File: config.mk
export PLATFORM = sky130hd
export DESIGN_NAME = conv_frame_scheduler
export DESIGN_NICKNAME = d
export VERILOG_FILES = /design/src/rtl/conv_frame_scheduler.sv
export SDC_FILE = /design/constraint.sdc
export NUM_CORES = 1
export LEC_CHECK = 0
export CORE_MARGIN = 1
export CORE_UTILIZATION = 55
export CTS_CLUSTER_DIAMETER = 200
export DETAILED_ROUTE_END_ITERATION = 7
export GPL_TIMING_DRIVEN = 0
export PLACE_DENSITY = 0.87
export SLEW_MARGIN = 40
export SYNTH_ARGS = -nofsm -noshare
export SYNTH_HDL_FRONTEND = slang
export SYNTH_SLANG_ARGS = --single-unit
File: constraint.sdc
create_clock -name pixel_clk -period 2.7 [get_ports pixel_clk]
set_input_delay 0.27 -clock pixel_clk [delete_from_list [all_inputs] [get_ports pixel_clk]]
set_output_delay 0.27 -clock pixel_clk [all_outputs]
set_load 0.02 [all_outputs]
File: src/rtl/conv_frame_scheduler.sv
// conv_frame_scheduler: one-frame sequencer for the line-buffer/3x3 conv path.
// Packs 4-bit results three per 12-bit word and streams them to the frame RAM.
`timescale 1ns/1ps
`default_nettype none

module conv_frame_scheduler #(
    parameter int IMG_W = 640,
    parameter int IMG_H = 478,
    parameter int AW    = 17
) (
    input  logic          pixel_clk,
    input  logic          rst_n,
    input  logic          start,
    input  logic          ctrl_done,
    input  logic          pix_valid,
    input  logic [3:0]    pix_in,
    output logic          conv_en,
    output logic          wr_en,
    input  logic          wr_ready,
    output logic [AW-1:0] wr_addr,
    output logic [11:0]   wr_data,
    output logic          busy,
    output logic          frame_done,
    output logic          err
);

    localparam int            TOTAL   = IMG_W * IMG_H;
    localparam int            CW      = $clog2(TOTAL + 1);
    localparam logic [CW-1:0] LAST_IX = CW'(TOTAL - 1);

    typedef enum logic [1:0] {
        S_IDLE  = 2'd0,
        S_RUN   = 2'd1,
        S_FLUSH = 2'd2,
        S_DONE  = 2'd3
    } state_t;

    state_t        state;
    state_t        state_nx;

    logic [CW-1:0] pix_cnt;
    logic [1:0]    nib_cnt;
    logic [11:0]   pack;
    logic          skid_valid;
    logic [11:0]   skid_data;

    logic          start_acc;
    logic          pix_acc;
    logic          last_pix;
    logic          early_done;
    logic          out_free;
    logic          push_ok;
    logic          push_valid;
    logic [11:0]   push_data;
    logic          flush_empty;

    assign start_acc   = (state == S_IDLE) && start;
    assign pix_acc     = (state == S_RUN) && pix_valid;
    assign last_pix    = pix_acc && (pix_cnt == LAST_IX);
    assign early_done  = (state == S_RUN) && ctrl_done && !last_pix;
    assign out_free    = !wr_en || wr_ready;
    assign push_ok     = out_free || !skid_valid;
    assign flush_empty = (nib_cnt == 2'd0) && !skid_valid && !wr_en;

    // A word is pushed either when the third nibble arrives or, in FLUSH,
    // as a zero-padded partial word built from whatever nibbles are held.
    always_comb begin
        push_valid = 1'b0;
        push_data  = {pack[11:4], pix_in};
        if (state == S_RUN) begin
            push_valid = pix_acc && (nib_cnt == 2'd2);
        end else if (state == S_FLUSH) begin
            push_valid = (nib_cnt != 2'd0);
            push_data  = pack;
        end
    end

    always_ff @(posedge pixel_clk or negedge rst_n) begin
        if (!rst_n) begin
            state <= S_IDLE;
        end else begin
            state <= state_nx;
        end
    end

    always_comb begin
        state_nx   = state;
        conv_en    = 1'b0;
        busy       = 1'b0;
        frame_done = 1'b0;
        case (state)
            S_IDLE: begin
                if (start) begin
                    state_nx = S_RUN;
                end
            end
            S_RUN: begin
                busy    = 1'b1;
                conv_en = !skid_valid && !(wr_en && !wr_ready);
                if (last_pix || ctrl_done) begin
                    state_nx = S_FLUSH;
                end
            end
            S_FLUSH: begin
                busy = 1'b1;
                if (flush_empty) begin
                    state_nx = S_DONE;
                end
            end
            S_DONE: begin
                frame_done = 1'b1;
                state_nx   = S_IDLE;
            end
            default: begin
                state_nx = S_IDLE;
            end
        endcase
    end

    // Packer and pixel counter
    always_ff @(posedge pixel_clk or negedge rst_n) begin
        if (!rst_n) begin
            pix_cnt <= '0;
            nib_cnt <= 2'd0;
            pack    <= 12'h000;
            err     <= 1'b0;
        end else if (start_acc) begin
            pix_cnt <= '0;
            nib_cnt <= 2'd0;
            pack    <= 12'h000;
            err     <= 1'b0;
        end else begin
            if (pix_acc) begin
                pix_cnt <= pix_cnt + 1'b1;
                case (nib_cnt)
                    2'd0: begin
                        pack    <= {pix_in, 8'h00};
                        nib_cnt <= 2'd1;
                    end
                    2'd1: begin
                        pack[7:4] <= pix_in;
                        nib_cnt   <= 2'd2;
                    end
                    default: begin
                        pack    <= 12'h000;
                        nib_cnt <= 2'd0;
                    end
                endcase
            end
            if ((state == S_FLUSH) && push_valid && push_ok) begin
                pack    <= 12'h000;
                nib_cnt <= 2'd0;
            end
            if (early_done) begin
                err <= 1'b1;
            end
        end
    end

    // Output register plus one-word skid; the skid always drains first so
    // words leave in the order they were packed.
    always_ff @(posedge pixel_clk or negedge rst_n) begin
        if (!rst_n) begin
            wr_en      <= 1'b0;
            wr_data    <= 12'h000;
            wr_addr    <= '0;
            skid_valid <= 1'b0;
            skid_data  <= 12'h000;
        end else if (start_acc) begin
            wr_en      <= 1'b0;
            wr_addr    <= '0;
            skid_valid <= 1'b0;
        end else begin
            if (wr_en && wr_ready) begin
                wr_addr <= wr_addr + 1'b1;
            end
            if (out_free) begin
                if (skid_valid) begin
                    wr_en      <= 1'b1;
                    wr_data    <= skid_data;
                    skid_valid <= push_valid;
                    if (push_valid) begin
                        skid_data <= push_data;
                    end
                end else begin
                    wr_en <= push_valid;
                    if (push_valid) begin
                        wr_data <= push_data;
                    end
                end
            end else if (push_valid && !skid_valid) begin
                skid_valid <= 1'b1;
                skid_data  <= push_data;
            end
        end
    end

endmodule

`default_nettype wire

==> implementation parameters, run 1 <==
Parameter                              Value

GRT
  Largest net degree at the start of global routing ... 39
  GRT Util Overall ... 25.05%
  Number of antenna violations at the first check in global routing ... 0
  Residual overflow from global routing ... 0
  Global-route wire length before repair ... 12.64 mm
  Number of global-route vias before repair ... 2,779

Worst hold path
  Worst hold path type ... primary input to asynchronous set/reset pin

Detailed routing
  Post-detailed-routing wire length ... 7.603 mm
  Routed wirelength normalized by instance count ... 15.33 microns
  Post-detailed-route DRC marker count ... 0
  Via-per-instance ratio ... 5.637
  Final antenna-violating net count ... 0
  Drt first pass iters ... 4
  Via count of the routed design ... 2,796
  1st-iter DRT viols ... 192

STA
  Worst Slack Setup Final ... 245.7 ps
  Number of hold violations in the final report ... 0
  Period utilisation layout ... 90.90%
  Final Slew Violations ... 0
  Maximum frequency from static timing analysis ... 407.4 MHz
  Final setup fails ... 0
  Final hold slack ... 368.4 ps
  Setup repair after global routing missed its margin ... false
  Setup skew after layout ... 10.25 ps
  Pin slew with the least headroom to its limit ... 764.9 ps
  Max-Slew Margin vs Limit ... 48.62%
  Min cycle time layout ... 2454 ps
  Total negative setup slack ... 0 ps

Placement
  DPL Wire Length ... 5.323 mm
  Routability Congestion ... 0.8116
  Number of I/O port buffers ... 43
  Instance area at placement ... 0.004128 sq mm
  Placed Cells incl. Taps ... 479
  Worst setup slack before clock tree synthesis ... 488.3 ps

Critical path
  Required time at the worst-slack endpoint ... 2430 ps
  Element type at the critical path end ... output port
  Highest net fanout along the worst path ... 7
  Max stage delay cell, worst path ... clkdlybuf4s50_1
  Series of cell instances along the critical path ... inv_1, ha_1, nor3b_1, clkdlybuf4s50_1
  Nature of the critical path startpoint ... flip-flop
  Crit path kind ... flip-flop to output port
  Delay contributed by the slowest stage of the critical path ... 650 ps
  CP arrival ... 2180 ps

Finish
  Cell area after layout ... 0.004362 sq mm
  Post-route non-filler standard cell count ... 496
  Post-synthesis to final-layout area growth ... 21.85%
  Antenna Diode Count ... 0
  Share of layout cells above drive strength 1 ... 9.308%
  Count of fill cells added during filler insertion ... 455
  NumNets Final ... 431
  Final Core Density ... 69.08%

Pwr
  Sequential Power Share ... 40.6%
  Power Total ... 3.739 mW
  Gate power share ... 33.1%
  Net load switching power ... 1.339 mW
  Max rail drop VDD ... 0.5764 mV
  Cell internal pwr ... 2.400 mW
  Fraction of power consumed by the clock network ... 26.3%
  Switching part of the total power ... 35.82%
  Static leakage ... 1.884 nW
  Pwr/cell area ... 857.3 mW/mm^2

Synth
  Synth cell types ... 46
  Netlist Area Pre-Place ... 0.003580 sq mm
  Total number of yosys warnings ... 0
  Post-synth ARST share ... 100.0%
  Net Count, Synth ... 375
  Cells after synthesis ... 358
  Post-synthesis register bit count ... 75
  Number of synthesized flops with an enable pin ... 0
  Register area share after synthesis ... 52.43%
  Most used flip-flop cell after synthesis ... dfrtp_1
  Mean cell area of the mapped netlist ... 9.999 sq um

Die
  Die Y-Extent ... 82.68 microns
  Initial core utilization ... 56.70%
  Ports ... 44
  Number of rows in the core area ... 29
  Die ar. ... 0.006835 sq mm
  Area of the placeable core ... 0.006314 sq mm
  Die boundary width ... 82.68 microns

Clock tree
  Later-pin clock latency in the skew report ... 360 ps
  Clock edge transition at the registers on the reported setup and hold paths ... 90 ps
  TritonCTS clock tree ... built
  Buffers inserted by post-CTS timing repair ... 0
  Root Buffer Master ... clkbuf_8
  Number of gates given a new drive strength after cts ... 0
  CTS sink count ... 75
  Deepest clock path buffer count ... 2
  Total number of H-tree levels ... 3
  TritonCTS Buffers ... 9

Status
  Run status ... finished, final reports clean

Flow run
  Number of max-cap violations ... 0
==> logic make-up (layout without fill, tap and decap cells) <==
| kind of cell | Yosys count | after routing | synth area share (%) |
|---|---|---|---|
| AND/OR/NAND/NOR | 154 | 154 | 20.83 |
| flip-flops | 75 | 75 | 52.43 |
| AO/OA/AOI/OAI | 60 | 60 | 10.28 |
| XOR/XNOR | 26 | 26 | 6.361 |
| multiplexers | 18 | 18 | 5.452 |
| buffers and inverters | 18 | 79 | 2.202 |
| adder cells (fa/ha/maj) | 7 | 7 | 2.447 |
==> path summary, 6_finish.rpt <==
kind,startpoint,to,slack (ps),depth (start not counted)
hold reg to reg,wr_data[4]$_DFFE_PN0P_,wr_data[4]$_DFFE_PN0P_,480,2
setup / recovery,state[1]$_DFFE_PN0P_,conv_en,250,4
min in group pixel_clk,wr_data[4]$_DFFE_PN0P_,wr_data[4]$_DFFE_PN0P_,480,2
hold / removal,rst_n,pack[7]$_DFFE_PN0P_,370,2
setup reg to reg,state[1]$_DFFE_PN0P_,state[1]$_DFFE_PN0P_,460,7
max in group asynchronous,rst_n,nib_cnt[0]$_DFFE_PN0P_,1830,3
==> final cells by class <==
cell class | instances | area, sq um | share of cell area, %
clock inverter | 7 | 100.1 | 2.295
sequential | 75 | 1877 | 43.03
buffer | 12 | 56.30 | 1.291
inverter | 6 | 22.52 | 0.5164
timing repair buffer | 45 | 461.7 | 10.59
clock buffer | 9 | 123.9 | 2.840
multi-input combinational | 265 | 1624 | 37.23
tap | 77 | 96.34 | 2.209
==> worst max-delay path, delay by kind of cell, from the launching register on <==
family	cells	cell delay [ps]
flops	1	420
fa+ha+maj	1	360
buf+inv	2	770
simple gates	1	280
==> synth_stat cells, drive strengths merged, types with 5 or more instances <==
cell type  number  area, sq um
nand4          12        75.07
a22oi           5        37.54
clkbuf          8        31.28
mux2i           9        90.09
nor3            7        35.03
and2            5        32.53
or3            10        67.56
nand2          47        176.4
xnor2          12        105.1
a21oi          17        85.08
nand3          10        67.57
mux2            9        105.1
dfrtp          75         1877
xor2           14        122.6
inv             6        22.52
o21ai          29        145.1
nor2           48        180.2
ha              7        87.58
==> layout by cell type (no fill, tap or decap), drive strengths merged, types with 3 or more instances in the layout <==
master and instances:
clkinvlp 3, or3 10, xnor2 12, a22oi 5, ha 7, nand2 47
inv 8, and3 4, clkbuf 17, dfrtp 75, and4 3, and2 5
nand3 10, mux2i 9, nor2 48, xor2 14, nand4 12, mux2 9
clkdlybuf4s50 42, nand2b 3, buf 6, nor3 7, a21oi 17, o21ai 29
a32oi 3
==> power by group through the flow <==
| stage | Combinational, mW | Sequential (mW) | Clock (mW) |
|---|---|---|---|
| final | 1.24 | 1.52 | 0.984 |
| after detailed placement | 1.24 | 1.54 | 0 |
| after global routing | 1.38 | 1.55 | 1.03 |
| after floorplan | 0.677 | 1.61 | 0 |
| after CTS | 1.25 | 1.52 | 0.995 |
| after global placement | 1.19 | 1.52 | 0 |
==> layer usage <==
| metal | vias up | global-route usage, % | part of all wire, % |
|---|---|---|---|
| li1 | 1357 | - | - |
| met1 | 1369 | 29.05 | 45 |
| met2 | 59 | 45.08 | 51 |
| met3 | 11 | 4.286 | 3.1 |
| met4 | 0 | 11.03 | 1.7 |
| met5 | - | 0 | 0 |
==> flip-flops by register name (all words and copies together), names as in the netlist <==
register    cells
err             1
nib_cnt         2
pack            8
pix_cnt        19
skid_data      12
skid_valid      1
state           2
wr_addr        17
wr_data        12
wr_en           1
==> repair_timing <==
action | 4_1_cts | 5_1_grt
setup endpoints to repair | 0 | 0
hold buffers | 1 | 0
endpoints found under the hold margin | 37 | 0
Note: power is estimated with default switching activity, not from simulation.
==> run 2: changes to the inputs <==
--- a/config.mk
+++ b/config.mk
@@ -8,9 +8,11 @@
 export CORE_MARGIN = 1
 export CORE_UTILIZATION = 55
 export CTS_CLUSTER_DIAMETER = 200
+export CTS_CLUSTER_SIZE = 14
 export DETAILED_ROUTE_END_ITERATION = 7
 export GPL_TIMING_DRIVEN = 0
 export PLACE_DENSITY = 0.87
+export SKIP_LAST_GASP = 1
 export SLEW_MARGIN = 40
 export SYNTH_ARGS = -nofsm -noshare
 export SYNTH_HDL_FRONTEND = slang
==> results of run 2 <==
Final layout, timing and power as in run 1 (identical DEF).
==> edit 1, RTL diff (flow settings as in run 1) <==
Make the reset (`rst_n`) synchronous in 3 clocked blocks.
--- a/src/rtl/conv_frame_scheduler.sv
+++ b/src/rtl/conv_frame_scheduler.sv
@@ -75,7 +75,7 @@
         end
     end
 
-    always_ff @(posedge pixel_clk or negedge rst_n) begin
+    always_ff @(posedge pixel_clk) begin
         if (!rst_n) begin
             state <= S_IDLE;
         end else begin
@@ -118,7 +118,7 @@
     end
 
     // Packer and pixel counter
-    always_ff @(posedge pixel_clk or negedge rst_n) begin
+    always_ff @(posedge pixel_clk) begin
         if (!rst_n) begin
             pix_cnt <= '0;
             nib_cnt <= 2'd0;
@@ -159,7 +159,7 @@
 
     // Output register plus one-word skid; the skid always drains first so
     // words leave in the order they were packed.
-    always_ff @(posedge pixel_clk or negedge rst_n) begin
+    always_ff @(posedge pixel_clk) begin
         if (!rst_n) begin
             wr_en      <= 1'b0;
             wr_data    <= 12'h000;
Formal check against the unedited RTL: differs if rst_n is asserted again (counterexample within 4 cycles, from zero or initial values and one cycle with rst_n low); with rst_n held inactive, the same outputs for 10 cycles.
==> edit 1 against run 1 <==
- global-route usage shrank 1.4 points
- setup slack better by 0.036 ns
- area after synthesis decreased by 5.7%
- wire length is 7.4% lower
- die area down 5.6%
- final area is 5.7% lower
- critical path depth rose by 1
- count of clock-buffer cells in the layout stayed put
- sequential cell count unchanged
- synthesized cell count increased by 5.6%
Power is not compared: it rests on default switching activity, and its combinational part moved more than twofold at a synthesized area within 25%.
==> edit 1: results (changes against run 1) <==
- Outcome: finished clean
- Initial DRC Count: 166 (-14%)
- Placed cells: 496 (+3.5%)
- # nets final: 449 (+4.2%)
- Dpl cell area: 3900 um2 (-5.5%)
- Largest net degree at the start of global routing: 14 (-64%)
- Post-synthesis sequential area ratio: 44.5% (-8.0 points)
- Fin Hold WS: 0.457 ns (+0.0885 ns)
- Multiplexer area fraction after synthesis: 2.97% (-2.5 points)
- Adder-Cell Fraction of Synth Area: 2.59% (+0.15 points)
- CP arrival: 2.15 ns (-0.03 ns)
- Worst R2R End: skid_data[8]$_SDFFE_PN0P_
- Global placement routability congestion: 0.795 (-2.1%)
- Layout cell share with drive strength beyond 1: 9.17% (-0.13 points)
- GRT Util Overall: 23.7% (-1.4 points)
- Post-synthesis net count: 395 (+5.3%)
- HPWL after DPL: 5.03 mm (-5.6%)
- Path depth of the worst reg2reg path: 10 (+3)
- Ranking of synthesized cells by area: dfxtp_1 (44%), nand2_1 (6.8%), nor2_1 (5.2%), xnor2_1 (4.2%), xor2_1 (3.6%)
- Commonest cells in the netlist: dfxtp_1 (75), nand2_1 (61), nor2_1 (47), xnor2_1 (16)
- Final WL: 7.04 mm (-7.4%)
- Asr flop ratio synth: 0% (-100 points)
- CP max FO: 10 (+3)
- Worst r2r src: state[1]$_SDFFE_PN0P_
- Slew Limit Headroom: 62.1% (+13 points)
- Avg WL per Cell: 13.8 um (-10%)
- Final Skew: 0.0111 ns (+0.000822 ns)
- Syn Area/Cell: 8.93 um2 (-11%)
[edit 1: worst max path at each step]
| stage | cells after the start | endpoint | startpoint |
|---|---|---|---|
| 6_report | 5 | conv_en | skid_valid$_SDFFE_PP0P_ |
| 5_1_grt | 5 | conv_en | skid_valid$_SDFFE_PP0P_ |
| 4_1_cts | 5 | conv_en | skid_valid$_SDFFE_PP0P_ |
| 3_5_place_dp | 5 | conv_en | wr_ready |
| 3_3_place_gp | 5 | conv_en | wr_ready |
| 2_1_floorplan | 10 | wr_data[10]$_SDFFE_PN0P_ | state[1]$_SDFFE_PN0P_ |
[edit 1: metrics by stage]
step	util (%)	setup WS, ns
5_1_grt	69.5	0.211
4_1_cts	69.5	0.270
3_3_place_gp	65.9	0.474
6_report	69.5	0.281
3_5_place_dp	65.9	0.485
2_1_floorplan	-	0.946
[edit 1: cell type report]
type | count | area (um2)
plain buffers | 20 | 109
clock buffers | 9 | 124
clock inverters | 6 | 90.1
fillers | 487 | 1810
inverters | 7 | 26.3
multi-input cells | 276 | 1740
flip-flops and latches | 75 | 1500
well taps | 75 | 93.8
repair buffers | 43 | 430
[edit 1: where the power goes]
group / switching, mW / total [mW] / leakage (nW) / internal (mW)
clock: 0.424 / 0.943 / 0.106 / 0.518
combinational: 0.285 / 0.487 / 0.802 / 0.202
sequential: 0.0316 / 1.17 / 0.605 / 1.14
[edit 1: layer usage]
metal | track usage, % | up-vias | part of all wire [%]
li1 | - | 1411 | -
met1 | 29.0 | 1332 | 45
met2 | 39.8 | 98 | 48
met3 | 6.02 | 16 | 5.2
met4 | 8.75 | 0 | 2.1
met5 | 0 | - | 0
[edit 1: tightest hold or removal path: cells and delay by family (launching register included)]
kind             cells  cell delay [ns]
AND/OR/NAND/NOR      1             0.05
AO/OA/AOI/OAI        1             0.05
flip-flops           1             0.32
==> edit 2, RTL diff (config.mk and constraints of run 1) <==
Without the edit above. Change the parameter `IMG_H` from 478 to 1912.
--- a/src/rtl/conv_frame_scheduler.sv
+++ b/src/rtl/conv_frame_scheduler.sv
@@ -5,7 +5,7 @@
 
 module conv_frame_scheduler #(
     parameter int IMG_W = 640,
-    parameter int IMG_H = 478,
+    parameter int IMG_H = 1912,
     parameter int AW    = 17
 ) (
     input  logic          pixel_clk,
Formal check against the unedited RTL: same outputs for any inputs over 4 cycles, from zero or initial values and one cycle with rst_n low; that may be too few to reach the edited logic, so the function may still have changed.
==> edit 2 against run 1 <==
- first-iteration DRC count increased by 0.52%
- highest routed layer unchanged
- maximum frequency decreased by 0.92%
- setup slack got worse by 0.023 ns
- clock power decreased by 2.8%
- wire length increased by 0.96%
- via count increased by 0.25%
- area after synthesis increased by 4.6%
- synthesized cell count increased by 2.2%
- sequential cell count increased by 2
- the run now ends with DRC left
- final area increased by 3.8%
- total power increased by 4.6%
- count of clock-buffer cells in the layout increased by 2
==> edit 2: results (changes against run 1) <==
- Slew Limit Headroom: 65.9% (+17 points)
- DRC Markers: 4 (+4)
- Largest stage delay on the critical path: 0.66 ns
- Switching Fraction: 35.5% (-0.31 points)
- Cts bufs inserted: 9 (unchanged)
- P_leak: 2.00 nW (+5.9%)
- Layout cell share with drive strength beyond 1: 12.0% (+2.7 points)
- EDFF count, synth: 0 (unchanged)
- Post-synthesis net count: 383 (+2.1%)
- Worst-path clk slew: 0.08 ns
- Outcome: complete, but fails checks
- GRT Util Overall: 23.7% (-1.4 points)
- HPWL after DPL: 5.36 mm (+0.70%)
- Fin Hold WS: 0.380 ns (+0.0116 ns)
- # nets final: 439 (+1.9%)
- Setup slack, reg-to-reg: 0.52 ns (+0.06 ns)
- Path depth of the worst reg2reg path: 8 (+1)
- Initial DRC Count: 193 (+0.52%)
- Dpl cell area: 4300 um2 (+4.2%)
- First-pass GRT wire length: 13.2 mm (+4.7%)
- Vias in the first global route: 2875 (+3.5%)
- Count of cell types in the netlist: 45 (-2.2%)
- Cts repair resizes: 0 (unchanged)
- Largest registers: pix_cnt x21, wr_addr x17
- Dpl ws: 0.486 ns (-0.00200 ns)
- Global placement routability congestion: 0.832 (+2.6%)
- Clock Tree Root: clkbuf_8
- Diodes inserted: 0 (unchanged)
- CP arrival: 2.21 ns (+0.03 ns)
- Largest net degree at the start of global routing: 47 (+21%)
- Avg WL per Cell: 15.3 um (-0.44%)
- Fillcell total: 476 (+4.6%)
- Peak VDD IR: 0.655 mV (+14%)
- Worst R2R End: wr_data[3]$_DFFE_PN0P_
- CP max FO: 6 (-1)
- Cell with the largest stage delay on the worst path: clkdlybuf4s50_1
- Ranking of synthesized cells by area: dfrtp_1 (51%), nor2_1 (5.5%), xor2_1 (5.1%), nand2_1 (4.9%), o21ai_0 (3.1%)
- Clk_lat worst skew: 0.34 ns (-0.02 ns)
- Vias per cell: 5.57 (-1.1%)
- Post-synthesis sequential area ratio: 51.4% (-0.99 points)
- Commonest cells in the netlist: dfrtp_1 (77), nor2_1 (55), nand2_1 (49), o21ai_0 (23), xor2_1 (22)
- DRT Pass-1 Iters: 6 (+2)
- Failing checks: DRC
- Global route total overflow: 0 (unchanged)
- Final Skew: 0.00625 ns (-0.00401 ns)
==> edit 2: logic make-up (layout without fill, tap and decap cells) <==
| family | Yosys count | count (layout) | synth area share, % |
|---|---|---|---|
| compound gates | 47 | 47 | 8.32 |
| xor+xnor | 36 | 36 | 8.62 |
| fa+ha+maj | 7 | 7 | 2.34 |
| buf+inv | 20 | 80 | 2.71 |
| flops | 77 | 77 | 51.4 |
| mux | 18 | 18 | 5.41 |
| simple gates | 161 | 161 | 21.2 |
==> edit 2: power groups by stage <==
| stage | clock network (mW) | registers, mW | logic, mW |
|---|---|---|---|
| 2_1_floorplan | 0 | 1.66 | 0.789 |
| 3_3_place_gp | 0 | 1.55 | 1.36 |
| 3_5_place_dp | 0 | 1.57 | 1.41 |
| 4_1_cts | 0.964 | 1.55 | 1.42 |
| 5_1_grt | 1.01 | 1.58 | 1.55 |
| 6_report | 0.956 | 1.55 | 1.41 |
==> edit 2: worst max path at each step <==
stage,end,slack [ns],startpoint
after floorplan,skid_data[10]$_DFFE_PN0P_,0.86,state[1]$_DFFE_PN0P_
after global placement,wr_addr[8]$_DFFE_PN0P_,-1.20,rst_n
after detailed placement,wr_addr[12]$_DFFE_PN0P_,0.49,start
after CTS,conv_en,0.21,state[1]$_DFFE_PN0P_
after global routing,conv_en,0.05,state[1]$_DFFE_PN0P_
final,conv_en,0.22,state[1]$_DFFE_PN0P_
==> edit 2: through the flow <==
stage | instances | utilization (%)
floorplan | 366 | -
global placement | 486 | 66.2
detailed placement | 487 | 66.6
CTS | 503 | 70.1
global route | 503 | 70.1
finish | 503 | 70.1
==> edit 2: routing by layer <==
layer / up-vias / share of wire [%] / global-route usage, %
met5: - / 0 / 0
met4: 0 / 1.5 / 10.9
met3: 12 / 4.1 / 4.33
met2: 79 / 49 / 38.3
met1: 1360 / 45 / 31.2
li1: 1352 / - / -
==> edit 2: layout make-up <==
type,instances,share of cell area (%)
tap,77,2.13
clock buffer,11,3.12
buffer,14,1.74
clock inverter,4,1.60
timing repair buffer,45,10.4
sequential,77,42.6
multi-input combinational,269,38.0
inverter,6,0.498
==> edit 2: worst register-to-register path: cells and delay by family (launching register included) <==
kind | cells | cell delay (ns)
fa+ha+maj | 1 | 0.28
compound gates | 3 | 0.64
simple gates | 2 | 0.36
buf+inv | 2 | 0.40
flops | 1 | 0.42
